$ cat config.mk
export PLATFORM = sky130hd
export DESIGN_NAME = change_txn_ctrl_flat
export DESIGN_NICKNAME = d
export VERILOG_FILES = /design/src/rtl/change_pkg.sv /design/src/rtl/change_txn_ctrl_if.sv /design/src/rtl/change_txn_ctrl_coin_select.sv /design/src/rtl/change_txn_ctrl.sv /design/src/flat_wrapper.sv
export SDC_FILE = /design/constraint.sdc
export NUM_CORES = 1
export LEC_CHECK = 0
export ABC_AREA = 1
export CAP_MARGIN = 20
export CORE_ASPECT_RATIO = 1.1
export CORE_MARGIN = 2
export CORE_UTILIZATION = 45
export DETAILED_ROUTE_END_ITERATION = 8
export PLACE_DENSITY = 0.65
export REMOVE_ABC_BUFFERS = 1
export SLEW_MARGIN = 20
export SYNTH_ARGS = -nofsm -noshare
export SYNTH_HDL_FRONTEND = slang
export SYNTH_SLANG_ARGS = --single-unit
$ cat constraint.sdc
create_clock -name clock -period 3.75 [get_ports clock]
set_clock_uncertainty 0.15 [all_clocks]
set_input_delay 0.75 -clock clock [delete_from_list [all_inputs] [get_ports clock]]
set_output_delay 0.75 -clock clock [all_outputs]
set_load 0.02 [all_outputs]
$ cat src/rtl/change_pkg.sv
// Shared types for the change-making transaction controller: coin encodings,
// FSM states, amount/count typedefs and small arithmetic helpers.
package change_pkg;

  typedef logic [3:0] amount_t;
  typedef logic [1:0] cnt_t;

  typedef enum logic [2:0] {
    COIN_NONE = 3'd0,
    COIN_1    = 3'd1,
    COIN_3    = 3'd3,
    COIN_5    = 3'd5
  } coin_e;

  typedef enum logic [1:0] {
    IDLE,
    COLLECT,
    DISPENSE,
    FINISH
  } state_e;

  function automatic logic is_legal(input logic [2:0] v);
    return (v == 3'd1) || (v == 3'd3) || (v == 3'd5);
  endfunction

  // 4-bit add that clamps at 15 instead of wrapping.
  function automatic amount_t sat_add(input amount_t a, input logic [2:0] b);
    logic [4:0] s;
    s = {1'b0, a} + {2'b00, b};
    return s[4] ? 4'hF : s[3:0];
  endfunction

endpackage

$ cat src/rtl/change_txn_ctrl_if.sv
// Handshake/bus bundle between the change controller and the acceptor,
// dispenser and front panel. slave = controller side, master = driver side.
interface change_txn_ctrl_if;
  import change_pkg::*;

  logic       start;
  amount_t    cost;
  logic       cancel;
  logic       coin_valid;
  logic [2:0] coin_val;
  logic       coin_ready;
  logic       refill;
  cnt_t       refill_p;
  cnt_t       refill_t;
  cnt_t       refill_c;
  logic       disp_valid;
  logic [2:0] disp_coin;
  logic       disp_ready;
  amount_t    paid;
  amount_t    remaining;
  logic       done;
  logic       exact;
  logic       short_change;
  logic       busy;

  modport slave (
    input  start, cost, cancel, coin_valid, coin_val, refill,
           refill_p, refill_t, refill_c, disp_ready,
    output coin_ready, disp_valid, disp_coin, paid, remaining,
           done, exact, short_change, busy
  );

  modport master (
    output start, cost, cancel, coin_valid, coin_val, refill,
           refill_p, refill_t, refill_c, disp_ready,
    input  coin_ready, disp_valid, disp_coin, paid, remaining,
           done, exact, short_change, busy
  );
endinterface

$ cat src/rtl/change_txn_ctrl_coin_select.sv
// Greedy change-coin picker: largest of 5/3/1 that fits the remaining change
// and is in stock, suppressed when allow is low.
module coin_select
  import change_pkg::*;
(
  input  amount_t change,
  input  cnt_t    inv_p,
  input  cnt_t    inv_t,
  input  cnt_t    inv_c,
  input  logic    allow,
  output coin_e   coin,
  output amount_t value
);
  always_comb begin
    coin  = COIN_NONE;
    value = '0;
    if (allow) begin
      if (change >= 4'd5 && inv_p != '0) begin
        coin  = COIN_5;
        value = 4'd5;
      end else if (change >= 4'd3 && inv_t != '0) begin
        coin  = COIN_3;
        value = 4'd3;
      end else if (change >= 4'd1 && inv_c != '0) begin
        coin  = COIN_1;
        value = 4'd1;
      end
    end
  end
endmodule

$ cat src/rtl/change_txn_ctrl.sv
// Transaction controller: collects coins against a cost, then dispenses change
// one coin per handshake. Optional macro COIN_RECYCLE_EN feeds inserted coins
// into the change inventory.
module change_txn_ctrl
  import change_pkg::*;
#(
  parameter int unsigned MAX_COINS = 2
) (
  input logic          clock,
  input logic          reset_L,
  change_txn_ctrl_if.slave bus
);
  localparam logic [2:0] MAX_C = 3'(MAX_COINS);

  state_e     state, state_nx;
  amount_t    cost_r, paid_r, change_r, remaining_r, dval_r;
  logic [2:0] count_r;
  cnt_t       inv_p, inv_t, inv_c;
  logic       exact_r, short_r, dv_r;
  coin_e      dcoin_r;

  coin_e      pick;
  amount_t    pick_val;
  logic       coin_ready_c, coin_acc, start_ok;
  amount_t    paid_new;

  assign start_ok = bus.start && !bus.refill && (bus.cost != '0);
  assign coin_acc = bus.coin_valid && coin_ready_c && is_legal(bus.coin_val);
  assign paid_new = coin_acc ? sat_add(paid_r, bus.coin_val) : paid_r;

  coin_select u_sel (
    .change (change_r),
    .inv_p  (inv_p),
    .inv_t  (inv_t),
    .inv_c  (inv_c),
    .allow  (count_r < MAX_C),
    .coin   (pick),
    .value  (pick_val)
  );

  always_ff @(posedge clock or negedge reset_L) begin
    if (!reset_L) state <= IDLE;
    else          state <= state_nx;
  end

  // Settlement uses paid_new so a coin landing in the evaluation cycle is never lost.
  always_comb begin
    state_nx     = state;
    coin_ready_c = 1'b0;
    unique case (state)
      IDLE:     if (start_ok) state_nx = COLLECT;
      COLLECT: begin
        coin_ready_c = 1'b1;
        if (paid_r >= cost_r)
          state_nx = (paid_new == cost_r) ? FINISH : DISPENSE;
        else if (bus.cancel)
          state_nx = (paid_new == '0) ? FINISH : DISPENSE;
      end
      DISPENSE: if (!dv_r && pick == COIN_NONE) state_nx = FINISH;
      FINISH:   state_nx = IDLE;
      default:  state_nx = IDLE;
    endcase
  end

  always_ff @(posedge clock or negedge reset_L) begin
    if (!reset_L) begin
      cost_r      <= '0;
      paid_r      <= '0;
      change_r    <= '0;
      remaining_r <= '0;
      dval_r      <= '0;
      count_r     <= '0;
      inv_p       <= '0;
      inv_t       <= '0;
      inv_c       <= '0;
      exact_r     <= 1'b0;
      short_r     <= 1'b0;
      dv_r        <= 1'b0;
      dcoin_r     <= COIN_NONE;
    end else begin
      unique case (state)
        IDLE: begin
          if (bus.refill) begin
            inv_p <= bus.refill_p;
            inv_t <= bus.refill_t;
            inv_c <= bus.refill_c;
          end else if (start_ok) begin
            cost_r      <= bus.cost;
            paid_r      <= '0;
            change_r    <= '0;
            count_r     <= '0;
            exact_r     <= 1'b0;
            short_r     <= 1'b0;
            remaining_r <= '0;
          end
        end
        COLLECT: begin
          paid_r <= paid_new;
`ifdef COIN_RECYCLE_EN
          if (coin_acc) begin
            unique case (bus.coin_val)
              3'd5:    if (inv_p != 2'd3) inv_p <= inv_p + 1'b1;
              3'd3:    if (inv_t != 2'd3) inv_t <= inv_t + 1'b1;
              default: if (inv_c != 2'd3) inv_c <= inv_c + 1'b1;
            endcase
          end
`endif
          if (paid_r >= cost_r) begin
            if (paid_new == cost_r) exact_r  <= 1'b1;
            else                    change_r <= paid_new - cost_r;
          end else if (bus.cancel) begin
            change_r <= paid_new;
          end
        end
        DISPENSE: begin
          if (dv_r) begin
            if (bus.disp_ready) begin
              dv_r     <= 1'b0;
              change_r <= change_r - dval_r;
              count_r  <= count_r + 3'd1;
              unique case (dcoin_r)
                COIN_5:  inv_p <= inv_p - 1'b1;
                COIN_3:  inv_t <= inv_t - 1'b1;
                COIN_1:  inv_c <= inv_c - 1'b1;
                default: ;
              endcase
            end
          end else if (pick != COIN_NONE) begin
            dv_r    <= 1'b1;
            dcoin_r <= pick;
            dval_r  <= pick_val;
          end
        end
        default: ;
      endcase
      if (state != FINISH && state_nx == FINISH) begin
        remaining_r <= change_r;
        short_r     <= (change_r != '0);
      end
    end
  end

  assign bus.coin_ready   = coin_ready_c;
  assign bus.disp_valid   = dv_r;
  assign bus.disp_coin    = dcoin_r;
  assign bus.paid         = paid_r;
  assign bus.remaining    = remaining_r;
  assign bus.done         = (state == FINISH);
  assign bus.exact        = exact_r;
  assign bus.short_change = short_r;
  assign bus.busy         = (state != IDLE);
endmodule

$ cat src/flat_wrapper.sv
// flat-port wrapper written by rule: the top's interface ports become plain ports
module change_txn_ctrl_flat import change_pkg::*;
#(
  parameter int unsigned MAX_COINS = 2
)
  (clock, reset_L, bus_start, bus_cost, bus_cancel, bus_coin_valid, bus_coin_val, bus_refill, bus_refill_p, bus_refill_t, bus_refill_c, bus_disp_ready, bus_coin_ready, bus_disp_valid, bus_disp_coin, bus_paid, bus_remaining, bus_done, bus_exact, bus_short_change, bus_busy);
  change_txn_ctrl_if bus_i ();
  input logic clock;
  input logic reset_L;
  input wire logic [$bits(bus_i.start)-1:0] bus_start;
  input wire logic [$bits(bus_i.cost)-1:0] bus_cost;
  input wire logic [$bits(bus_i.cancel)-1:0] bus_cancel;
  input wire logic [$bits(bus_i.coin_valid)-1:0] bus_coin_valid;
  input wire logic [$bits(bus_i.coin_val)-1:0] bus_coin_val;
  input wire logic [$bits(bus_i.refill)-1:0] bus_refill;
  input wire logic [$bits(bus_i.refill_p)-1:0] bus_refill_p;
  input wire logic [$bits(bus_i.refill_t)-1:0] bus_refill_t;
  input wire logic [$bits(bus_i.refill_c)-1:0] bus_refill_c;
  input wire logic [$bits(bus_i.disp_ready)-1:0] bus_disp_ready;
  output wire logic [$bits(bus_i.coin_ready)-1:0] bus_coin_ready;
  output wire logic [$bits(bus_i.disp_valid)-1:0] bus_disp_valid;
  output wire logic [$bits(bus_i.disp_coin)-1:0] bus_disp_coin;
  output wire logic [$bits(bus_i.paid)-1:0] bus_paid;
  output wire logic [$bits(bus_i.remaining)-1:0] bus_remaining;
  output wire logic [$bits(bus_i.done)-1:0] bus_done;
  output wire logic [$bits(bus_i.exact)-1:0] bus_exact;
  output wire logic [$bits(bus_i.short_change)-1:0] bus_short_change;
  output wire logic [$bits(bus_i.busy)-1:0] bus_busy;
  assign bus_i.start = bus_start;
  assign bus_i.cost = bus_cost;
  assign bus_i.cancel = bus_cancel;
  assign bus_i.coin_valid = bus_coin_valid;
  assign bus_i.coin_val = bus_coin_val;
  assign bus_i.refill = bus_refill;
  assign bus_i.refill_p = bus_refill_p;
  assign bus_i.refill_t = bus_refill_t;
  assign bus_i.refill_c = bus_refill_c;
  assign bus_i.disp_ready = bus_disp_ready;
  assign bus_coin_ready = bus_i.coin_ready;
  assign bus_disp_valid = bus_i.disp_valid;
  assign bus_disp_coin = bus_i.disp_coin;
  assign bus_paid = bus_i.paid;
  assign bus_remaining = bus_i.remaining;
  assign bus_done = bus_i.done;
  assign bus_exact = bus_i.exact;
  assign bus_short_change = bus_i.short_change;
  assign bus_busy = bus_i.busy;
  change_txn_ctrl #(.MAX_COINS(MAX_COINS)) u_core (.clock(clock), .reset_L(reset_L), .bus(bus_i));
endmodule
==> flow_summary.json, run 1 <==
{
  "io_pins": 37,
  "hp-class": "reg -> reg",
  "initial_core_util_pct": 47.2,
  "finalCritPeriodShare_pct": 92.0,
  "rows": 27,
  "synth.ff_latch_count": 33,
  "yosysSeqAreaShare_pct": 34.5,
  "synth_edf_count": 0,
  "p_sw_w": 0.00131,
  "comb_power_share_pct": 66.1,
  "cp_common_cell": "inv_1",
  "place.gp.congestion": 0.914,
  "clockPowerShare_pct": 10.4,
  "ys.warnings.count": 0,
  "ctsLongestPathBuffers": 2,
  "syn_area_per_cell_um2": 7.65,
  "p_int_w": 0.00129,
  "finalHoldViolations": 0,
  "cts_root_buf": "clkbuf_8",
  "cts_setup_buffers": 0,
  "grt_pass1_wl_mm": 9.42,
  "worst_ir_drop_vdd_v": 0.000470,
  "numClockSinks": 33,
  "clkTransAtPathRegs_ns": 0.07,
  "wl_per_cell_um": 12.9,
  "power_frac_seq_pct": 23.5,
  "crit_path_max_incr_delay_ns": 0.48,
  "netlist_area_um2": 2390,
  "worstPathCellList": "clkdlybuf4s50_1, ha_1, inv_1, fa_1, inv_1, nand3_1, nand3b_1, nand2_1, o21ai_0, inv_1, ha_1, nand3_1, inv_1, nand4_2, nand2_2, nand2_2, a21boi_4, nand3_1, nand2_1",
  "yosys.area.top_type_share_pct": 34.5,
  "worst_pin_slew_ns": 0.607,
  "switching_share_pct": 50.3,
  "path_delay_family": "adder cells",
  "cts_tree": "yes",
  "cts_resized": 0,
  "path_class": "in -> reg",
  "track_usage_pct": 20.4,
  "synth_area_leaders": "dfrtp_1 (35%), nand2_1 (12%), ha_1 (11%), inv_1 (7.2%), o21ai_0 (6.7%)",
  "maxCapViolations": 0,
  "final_layout_size_suffix_gt1_share_pct": 9.22,
  "vias": 2137,
  "final_core_util_pct": 57.7,
  "crit_path_end_kind": "flop",
  "hpwl_mm": 4.16,
  "clock_latency_ns": 0.29,
  "die_w_um": 73.5,
  "firstDrtPassIters": 4,
  "numCtsBuffers": 5,
  "grt_overflow_total": 0,
  "async_flop_share_pct": 100,
  "cellPowerDensity_nw_per_um2": 890,
  "dp_slack_ns": 0.0234,
  "setup_tns_ns": 0,
  "drtIter0Drc": 130,
  "postRouteWirelength_mm": 5.35,
  "critPathSlowestCell": "clkdlybuf4s50_1",
  "synth_area_leader_cell": "dfrtp_1",
  "synth.distinct_cells": 33,
  "cp.arrival_ns": 3.53,
  "cts_hold_buf": 0,
  "status": "completed",
  "final_net_count": 401,
  "fp.dieArea_um2": 5920,
  "syn2layout_area_growth_pct": 22.2,
  "setup_viol": 0,
  "grt_pass1_vias": 2033,
  "portBuffers": 36,
  "whs_ns": 0.337,
  "rsz0062_at_grt": "false",
  "post-route-min-period_ns": 3.45,
  "drc": 0,
  "design.core.area_um2": 5070,
  "critPathRequiredTime_ns": 3.83,
  "path_buf_inv": 5,
  "slew_headroom_pct": 59.1,
  "start_kind": "input pin",
  "fmax_mhz": 290,
  "cts_htree_levels": 2,
  "synth_ff_type": "dfrtp_1",
  "grt_max_degree": 34,
  "synth_cells": 313,
  "p_leak_nw": 1.48,
  "viasPerCell": 5.14,
  "crit_path_max_fanout": 6,
  "antenna_found_initial": 0,
  "final_max_slew_viol_count": 0,
  "die_h_um": 80.5,
  "ant_nets": 0,
  "antenna_cells": 0,
  "layout_setup_ws_ns": 0.301
}
## cells in the final DEF (no fill, tap or decap), types with 2 or more instances in the layout
cell type and n:
dfrtp_1 33, inv_1 46, a21oi_1 10, nand2_1 74
xor2_1 3, o211ai_1 2, nand3_1 29, fa_1 3
ha_1 21, nand2_2 6, buf_4 4, nand3_2 3
clkdlybuf4s50_1 36, o22ai_1 6, xnor2_1 2, clkbuf_8 5
clkinv_2 2, o21ai_0 32, a211oi_1 2, nor2_1 21
inv_2 3
## synth_stat cells (2+ instances only)
cell and count:
nand2_2 6, xor2_1 3, nand3_2 3, dfrtp_1 33, inv_1 46, a21oi_1 10
clkbuf_1 2, nor2_1 21, o21ai_0 32, nand2_1 74, nand3_1 29, o211ai_1 2
inv_2 3, ha_1 21, xnor2_1 2, o22ai_1 6, a211oi_1 2, fa_1 3
## per-stage QoR
stage | total power [W] | area [um2] | instances
3_3_place_gp | 0.00231 | 2840 | 408
4_1_cts | 0.00262 | 2920 | 416
3_5_place_dp | 0.00233 | 2840 | 408
2_1_floorplan | 0.00184 | 2370 | 310
5_1_grt | 0.00289 | 2920 | 416
6_report | 0.00260 | 2920 | 416
## worst min-delay path, stage by stage, from the launching register on
cell and delay (ns):
dfrtp_1 0.34, nand2_1 0.05, o21ai_0 0.06
## path summary, 6_finish.rpt
path                                     from  cells past startpoint                       to  slack [ns]
min reg2reg                   u_core.inv_p[1]                      2          u_core.inv_p[1]        0.34
max in group asynchronous             reset_L                      2          u_core.state[0]        2.42
max                           bus_coin_val[0]                     19  u_core.bus.short_change        0.30
min in group asynchronous             reset_L                      2         u_core.cost_r[1]        0.72
max reg2reg                u_core.bus.paid[0]                     18  u_core.bus.short_change        0.84
min                           u_core.inv_p[1]                      2          u_core.inv_p[1]        0.34
## flip-flops by register name, summed over array words and instances (netlist names)
| signal | cells |
|---|---|
| u_core.state | 2 |
| u_core.inv_t | 2 |
| u_core.bus.disp_coin | 3 |
| u_core.bus.exact | 1 |
| u_core.bus.short_change | 1 |
| u_core.cost_r | 4 |
| u_core.change_r | 4 |
| u_core.bus.paid | 4 |
| u_core.bus.remaining | 4 |
| u_core.bus.disp_valid | 1 |
| u_core.inv_p | 2 |
| u_core.count_r | 3 |
| u_core.inv_c | 2 |
## power groups by stage
stage	clock [W]	sequential, W	combinational (W)
final	0.000272	0.000611	0.00172
after global routing	0.000292	0.000634	0.00197
after CTS	0.000279	0.000614	0.00173
after detailed placement	0	0.000620	0.00171
after global placement	0	0.000618	0.00169
after floorplan	0	0.000661	0.00118
## per-layer routing
metal / vias to the layer above / part of all wire, % / GRT usage (%)
met1: 972 / 49 / 28.1
met4: 0 / 1.7 / 5.82
li1: 1107 / - / -
met3: 8 / 4.7 / 3.76
met2: 50 / 45 / 32.6
met5: - / 0 / 0
## final cells by class
cell class,instances,area [um2]
inverters,49,184
flip-flops and latches,33,826
clock inverters,3,17.5
multi-input cells,228,1370
repair buffers,40,390
clock buffers,5,68.8
fillers,503,2140
well taps,58,72.6
## cell families (layout without fill, tap and decap cells)
family	Yosys count	after routing	synth area share (%)
adders and majority gates	24	24	13.5
and+or+nand+nor	142	142	27.5
AOI/OAI and AO/OA	57	57	14.2
DFF	33	33	34.5
buffers and inverters	52	97	8.47
xor gates and xnor gates	5	5	1.83
Power figures use the tool's default switching activity.
==> run 2: changes to the inputs <==
CORE_UTILIZATION = 54   (was 45)
PLACE_DENSITY = 0.86   (was 0.65)
==> run 2 against run 1 <==
Maximum frequency shrank 2.5%. Sequential power grew 2%. Wire length grew 8.8%. Register-to-register slack lost 0.06 ns. Power grew 4.1%. Hold slack gained 0.018 ns. Highest routed layer unchanged.
==> flow_summary.json, run 2 (same netlist as run 1, synthesis figures left out) <==
{
  "hp-class": "reg -> reg",
  "vias": 2303,
  "cts_tree": "yes",
  "cts_hold_buf": 0,
  "grt_pass1_vias": 2199,
  "rsz0062_at_grt": "false",
  "grt_pass1_wl_mm": 9.41,
  "r2r_end": "u_core.bus.remaining[3]",
  "crit_path_max_incr_delay_ns": 0.50,
  "path_buf_inv": 5,
  "whs_ns": 0.355,
  "syn2layout_area_growth_pct": 23.3,
  "cp-startpoint": "bus_coin_val[0]",
  "hpwl_mm": 4.27,
  "ff2ff_path_depth": 16,
  "fmax_mhz": 283,
  "multi_input_area_um2": 1390,
  "path_class": "in -> reg",
  "r2r_slack_ns": 0.78,
  "numCtsBuffers": 5,
  "numClockSinks": 33,
  "worst_pin_slew_ns": 0.695,
  "layout_setup_ws_ns": 0.212,
  "die_h_um": 73.8,
  "fillers": 344,
  "portBuffers": 36,
  "crit_path_max_fanout": 5,
  "final_net_count": 402,
  "r2r-start": "u_core.state[1]",
  "firstDrtPassIters": 5,
  "antenna_cells": 0,
  "antenna_found_initial": 0,
  "drtIter0Drc": 168,
  "start_kind": "input pin",
  "finalCritPeriodShare_pct": 94.3,
  "dp_slack_ns": -0.0558,
  "crit_path_end_kind": "flop",
  "ctsLongestPathBuffers": 2,
  "seqCellArea_um2": 826,
  "setup_viol": 0,
  "place.gp.congestion": 0.900,
  "track_usage_pct": 25.1,
  "rows": 25,
  "ant_nets": 0,
  "final_cell_mix": "nand2_1 (74), inv_1 (46), clkdlybuf4s50_1 (36)",
  "die_w_um": 67.5,
  "maxCapViolations": 0,
  "critPathSlowestCell": "clkdlybuf4s50_1",
  "post-route-min-period_ns": 3.54,
  "cts_htree_levels": 2,
  "cp.arrival_ns": 3.57,
  "grt_max_degree": 34,
  "initial_core_util_pct": 55.9,
  "critPathRequiredTime_ns": 3.79,
  "status": "completed",
  "path_delay_family": "simple AND/OR/NAND/NOR gates",
  "drc": 0,
  "design.core.area_um2": 4290,
  "io_pins": 37,
  "cp.depth": 20,
  "cellPowerDensity_nw_per_um2": 918,
  "finalHoldViolations": 0,
  "wl_per_cell_um": 14.1,
  "postRouteWirelength_mm": 5.82,
  "p_leak_nw": 1.48,
  "fp.dieArea_um2": 4980,
  "cp_common_cell": "inv_1",
  "clkTransAtPathRegs_ns": 0.07,
  "clock_latency_ns": 0.29,
  "endpoint": "u_core.bus.remaining[3]",
  "grt_overflow_total": 0,
  "viasPerCell": 5.58,
  "cts_root_buf": "clkbuf_8",
  "worstPathCellList": "clkdlybuf4s50_1, ha_1, inv_1, fa_1, inv_1, nand3_1, nand3b_1, nand2_1, o21ai_1, inv_1, ha_4, nand3_1, inv_1, nand4_2, nand2_2, nand2_2, nand2_1, nand3_2, nand3_1, nand2_1",
  "final_max_slew_viol_count": 0,
  "slew_headroom_pct": 53.2,
  "worst_ir_drop_vdd_v": 0.000549,
  "final_layout_size_suffix_gt1_share_pct": 10.0,
  "final_common_cell": "nand2_1"
}
==> run 2: cell types whose count changed in the layout (fill, tap and decap cells not counted) <==
cell     before  now
buf_4         4    5
ha_1         21   19
ha_4          0    2
o21ai_0      32   31
o21ai_1       0    1
==> run 2: report_power, final <==
part | internal (W) | total, W | switching [W]
Combinational | 0.000691 | 0.00182 | 0.00113
Sequential | 0.000505 | 0.000623 | 0.000118
Clock | 0.000128 | 0.000269 | 0.000141
==> run 2: routing by layer <==
layer  routed length [um]  share of wire (%)  global-route usage (%)  vias to the layer above
met5                    0                  0                       0                        -
met3                  384                6.6                    5.21                       22
li1                     -                  -                       -                     1110
met4                  161                2.8                    12.0                        0
met2                 2840                 49                    42.0                       97
met1                 2440                 42                    30.5                     1074
==> run 2: metrics by stage <==
step           utilization [%]  setup TNS, ns  total power, W  cell area, um2  cells
3_3_place_gp              66.1              0         0.00227            2830    404
2_1_floorplan                -              0         0.00184            2370    310
3_5_place_dp              66.1         -0.237         0.00234            2830    404
4_1_cts                   68.1              0         0.00264            2920    412
6_report                  68.9              0         0.00271            2950    413
5_1_grt                   68.9              0         0.00294            2950    413
==> run 2: area by class of cell <==
cell class              count  area share, %
repair buffers             41           13.5
inverters                  49           6.23
clock inverters             3          0.593
multi-input cells         228           47.1
flip-flops and latches     33           28.0
clock buffers               5           2.33
well taps                  54           2.29
==> run 2: worst min-delay path by stage <==
stage / end / cells past startpoint / startpoint / slack [ns]
after CTS: u_core.inv_p[1] / 2 / u_core.inv_p[1] / 0.36
final: u_core.bus.remaining[2] / 2 / u_core.bus.remaining[2] / 0.35
after global placement: u_core.bus.exact / 2 / u_core.bus.exact / 0.32
after global routing: u_core.bus.remaining[0] / 2 / u_core.bus.remaining[0] / 0.37
after floorplan: u_core.bus.disp_coin[0] / 0 / reset_L / 0.30
after detailed placement: u_core.inv_p[1] / 2 / u_core.inv_p[1] / 0.34
==> run 2: tightest hold or removal path: cells and delay by family (launching register included) <==
kind	cells	cell delay (ns)
flip-flops	1	0.35
AND/OR/NAND/NOR	2	0.12
==> run 2: timing repair <==
| action | in CTS | in global routing |
|---|---|---|
| resized for setup | 0 | 3 |
| endpoints found under the setup margin | 0 | 5 |
| buffers inserted | 0 | 1 |
==> run 3: changes to the inputs <==
CORE_UTILIZATION = 55   (was 54)
SYNTH_HIERARCHICAL = 1   (was not set)
==> run 3 against run 2 <==
Wire length shrank 2.5%. Critical endpoint is now u_core/change_r[0]. Largest cell class unchanged. Die area grew 9.0%. Highest routed layer unchanged. Sequential share of layout area is 1.0 points higher. Count of clock-buffer cells in the layout unchanged. Synthesized area up 12%. Combinational power decreased by 5%. Non-clock buffer count up 1. Critical path depth rose by 3.
==> flow_summary.json, run 3 <==
{
  "status": "completed",
  "rsz0062_at_grt": "false",
  "worst_ir_drop_vdd_v": 0.000483,
  "drtIter0Drc": 171,
  "postRouteWirelength_mm": 5.68,
  "post-route-min-period_ns": 3.50,
  "r2r-start": "u_core/bus.paid[0]",
  "p_sw_w": 0.00133,
  "clockPowerShare_pct": 12.6,
  "synth_ff_type": "dfrtp_1",
  "initial_core_util_pct": 57.4,
  "power_frac_seq_pct": 25.5,
  "final_max_slew_viol_count": 0,
  "place_inst": 426,
  "numCtsBuffers": 5,
  "setup_viol": 0,
  "wl_per_cell_um": 13.1,
  "portBuffers": 36,
  "track_usage_pct": 22.9,
  "synth_top_family_by_area": "simple AND/OR/NAND/NOR gates",
  "yosys.area_share.xor_xnor_pct": 0.984,
  "p_leak_nw": 1.64,
  "cts_htree_levels": 2,
  "path_class": "in -> reg",
  "grt_overflow_total": 0,
  "cts_hold_buf": 0,
  "firstDrtPassIters": 4,
  "finalCritPeriodShare_pct": 93.3,
  "cts_tree": "yes",
  "r2r_slack_ns": 0.80,
  "cp.arrival_ns": 3.58,
  "final_layout_size_suffix_gt1_share_pct": 11.1,
  "yosysSeqAreaShare_pct": 34.7,
  "layout_setup_ws_ns": 0.250,
  "grt_pass1_wl_mm": 9.98,
  "cellPowerDensity_nw_per_um2": 868,
  "crit_path_max_fanout": 5,
  "synth.distinct_cells": 43,
  "synth_common_cells": "nand2_1 (79), inv_1 (52), dfrtp_1 (37)",
  "fp.dieArea_um2": 5430,
  "vias": 2359,
  "drc": 0,
  "slew_headroom_pct": 55.1,
  "synth_area_leaders": "dfrtp_1 (35%), nand2_1 (11%), ha_1 (9.4%), inv_1 (7.3%), nand3_1 (4.5%)",
  "ant_nets": 0,
  "hp-class": "reg -> reg",
  "maxCapViolations": 0,
  "clkTransAtPathRegs_ns": 0.07,
  "netlist_area_um2": 2670,
  "synth.ff_latch_count": 37,
  "synth_compound_area_share_pct": 12.9,
  "viasPerCell": 5.44,
  "numClockSinks": 37,
  "r2r_end": "u_core/change_r[0]",
  "die_h_um": 77.1,
  "synth_area_leader_cell": "dfrtp_1",
  "cts_setup_buffers": 0,
  "cts_resized": 0,
  "rows": 26,
  "start_kind": "input pin",
  "final_common_cell": "nand2_1",
  "grt_max_degree": 38,
  "io_pins": 37,
  "min_to": "u_core/bus.remaining[0]",
  "switching_share_pct": 48.0,
  "instances_no_fill": 434,
  "antenna_found_initial": 0,
  "comb_power_share_pct": 62.0,
  "grt_pass1_vias": 2301,
  "clock_latency_ns": 0.29,
  "syn_area_per_cell_um2": 7.93,
  "fillers": 382,
  "syn2layout_area_growth_pct": 19.6,
  "synth_mux_area_share_pct": 1.22,
  "fmax_mhz": 286,
  "async_flop_share_pct": 100,
  "dp_slack_ns": -0.0306,
  "yosysMostFrequentCell": "nand2_1",
  "worst_pin_slew_ns": 0.673,
  "place.gp.congestion": 0.865,
  "whs_path_depth": 2,
  "ff2ff_path_depth": 22,
  "cts_root_buf": "clkbuf_8",
  "p_int_w": 0.00144,
  "final_core_util_pct": 68.7,
  "synth-simple-area-share_pct": 28.5,
  "ctsLongestPathBuffers": 2,
  "min_from": "u_core/bus.remaining[0]",
  "synth_cells": 337,
  "final_cell_mix": "nand2_1 (79), inv_1 (52), dfrtp_1 (37)",
  "crit_path_end_kind": "flop",
  "ys.warnings.count": 6,
  "synthAdderAreaFrac_pct": 11.6,
  "antenna_cells": 0,
  "die_w_um": 70.5,
  "setup_tns_ns": 0,
  "synth_edf_count": 0,
  "finalHoldViolations": 0,
  "design.core.area_um2": 4650,
  "final_net_count": 420,
  "hpwl_mm": 4.48,
  "yosys.area.top_type_share_pct": 34.7,
  "critPathRequiredTime_ns": 3.83
}
## run 3: cell types whose count changed in the layout (fill, tap and decap cells not counted), sizes merged, moves of 4 or more
cell / before / now
inv: 49 / 53
a21oi: 10 / 14
nor2: 23 / 27
dfrtp: 33 / 37
o21ai: 32 / 27
## run 3: worst max-delay path by stage
| stage | start | to | slack (ns) | cells after the start |
|---|---|---|---|---|
| after floorplan | bus_coin_val[0] | u_core/change_r[1] | 0.68 | 22 |
| after global placement | bus_coin_val[0] | u_core/bus.remaining[3] | 0.12 | 22 |
| after global routing | bus_coin_val[0] | u_core/change_r[0] | 0.03 | 23 |
| final | bus_coin_val[0] | u_core/change_r[0] | 0.25 | 23 |
| after CTS | bus_coin_val[0] | u_core/change_r[0] | 0.28 | 23 |
| after detailed placement | bus_coin_val[0] | u_core/change_r[0] | -0.03 | 23 |
## run 3: routing by layer
metal | vias to the layer above | track usage, % | part of all wire (%) | routed length (um)
met3 | 9 | 3.55 | 5.2 | 296
met4 | 0 | 10.0 | 1.9 | 108
li1 | 1175 | - | - | -
met5 | - | 0 | 0 | 0
met2 | 74 | 40.3 | 51 | 2900
met1 | 1101 | 27.4 | 42 | 2370
## run 3: logic make-up after synthesis
| logic type | Yosys count |
|---|---|
| mux | 3 |
| buf+inv | 62 |
| simple gates | 152 |
| xor+xnor | 3 |
| other cells | 1 |
| fa+ha+maj | 23 |
| compound gates | 56 |
| flops | 37 |
## run 3: layout make-up
type / count / area (um2) / area share [%]
clock buffer: 5 / 68.8 / 2.15
clock inverter: 3 / 46.3 / 1.45
inverter: 53 / 199 / 6.23
multi-input combinational: 238 / 1480 / 46.3
sequential: 37 / 926 / 29.0
tap: 56 / 70.1 / 2.19
timing repair buffer: 42 / 405 / 12.7
## run 3: power groups by stage
| stage | clock network [W] | logic, W | registers (W) |
|---|---|---|---|
| finish | 0.000348 | 0.00172 | 0.000706 |
| floorplan | 0 | 0.00120 | 0.000740 |
| global placement | 0 | 0.00164 | 0.000707 |
| detailed placement | 0 | 0.00170 | 0.000712 |
| global route | 0.000377 | 0.00192 | 0.000728 |
| CTS | 0.000361 | 0.00171 | 0.000705 |
## run 3: metrics by stage
step                instance area (um2)  total power (W)  hold WS, ns
global route                       3190          0.00302        0.393
global placement                   3080          0.00235        0.323
floorplan                          2600          0.00194        0.303
CTS                                3190          0.00278        0.359
detailed placement                 3080          0.00241        0.340
finish                             3190          0.00277        0.353
## run 3: worst max-delay path: stages
cell and delay [ns]:
clkdlybuf4s50_1 0.48, ha_1 0.16, inv_1 0.05, fa_1 0.38
inv_1 0.07, nand2_1 0.06, nand2_1 0.06, nand2_1 0.09
nand3_1 0.09, nand2_1 0.09, inv_1 0.09, ha_1 0.28
nand2_1 0.08, nor2_1 0.04, nand2_1 0.06, inv_1 0.05
nand3_2 0.08, inv_1 0.07, o21ai_2 0.13, nand3_2 0.14
nor2_4 0.15, nand2_1 0.07, nand2_1 0.06
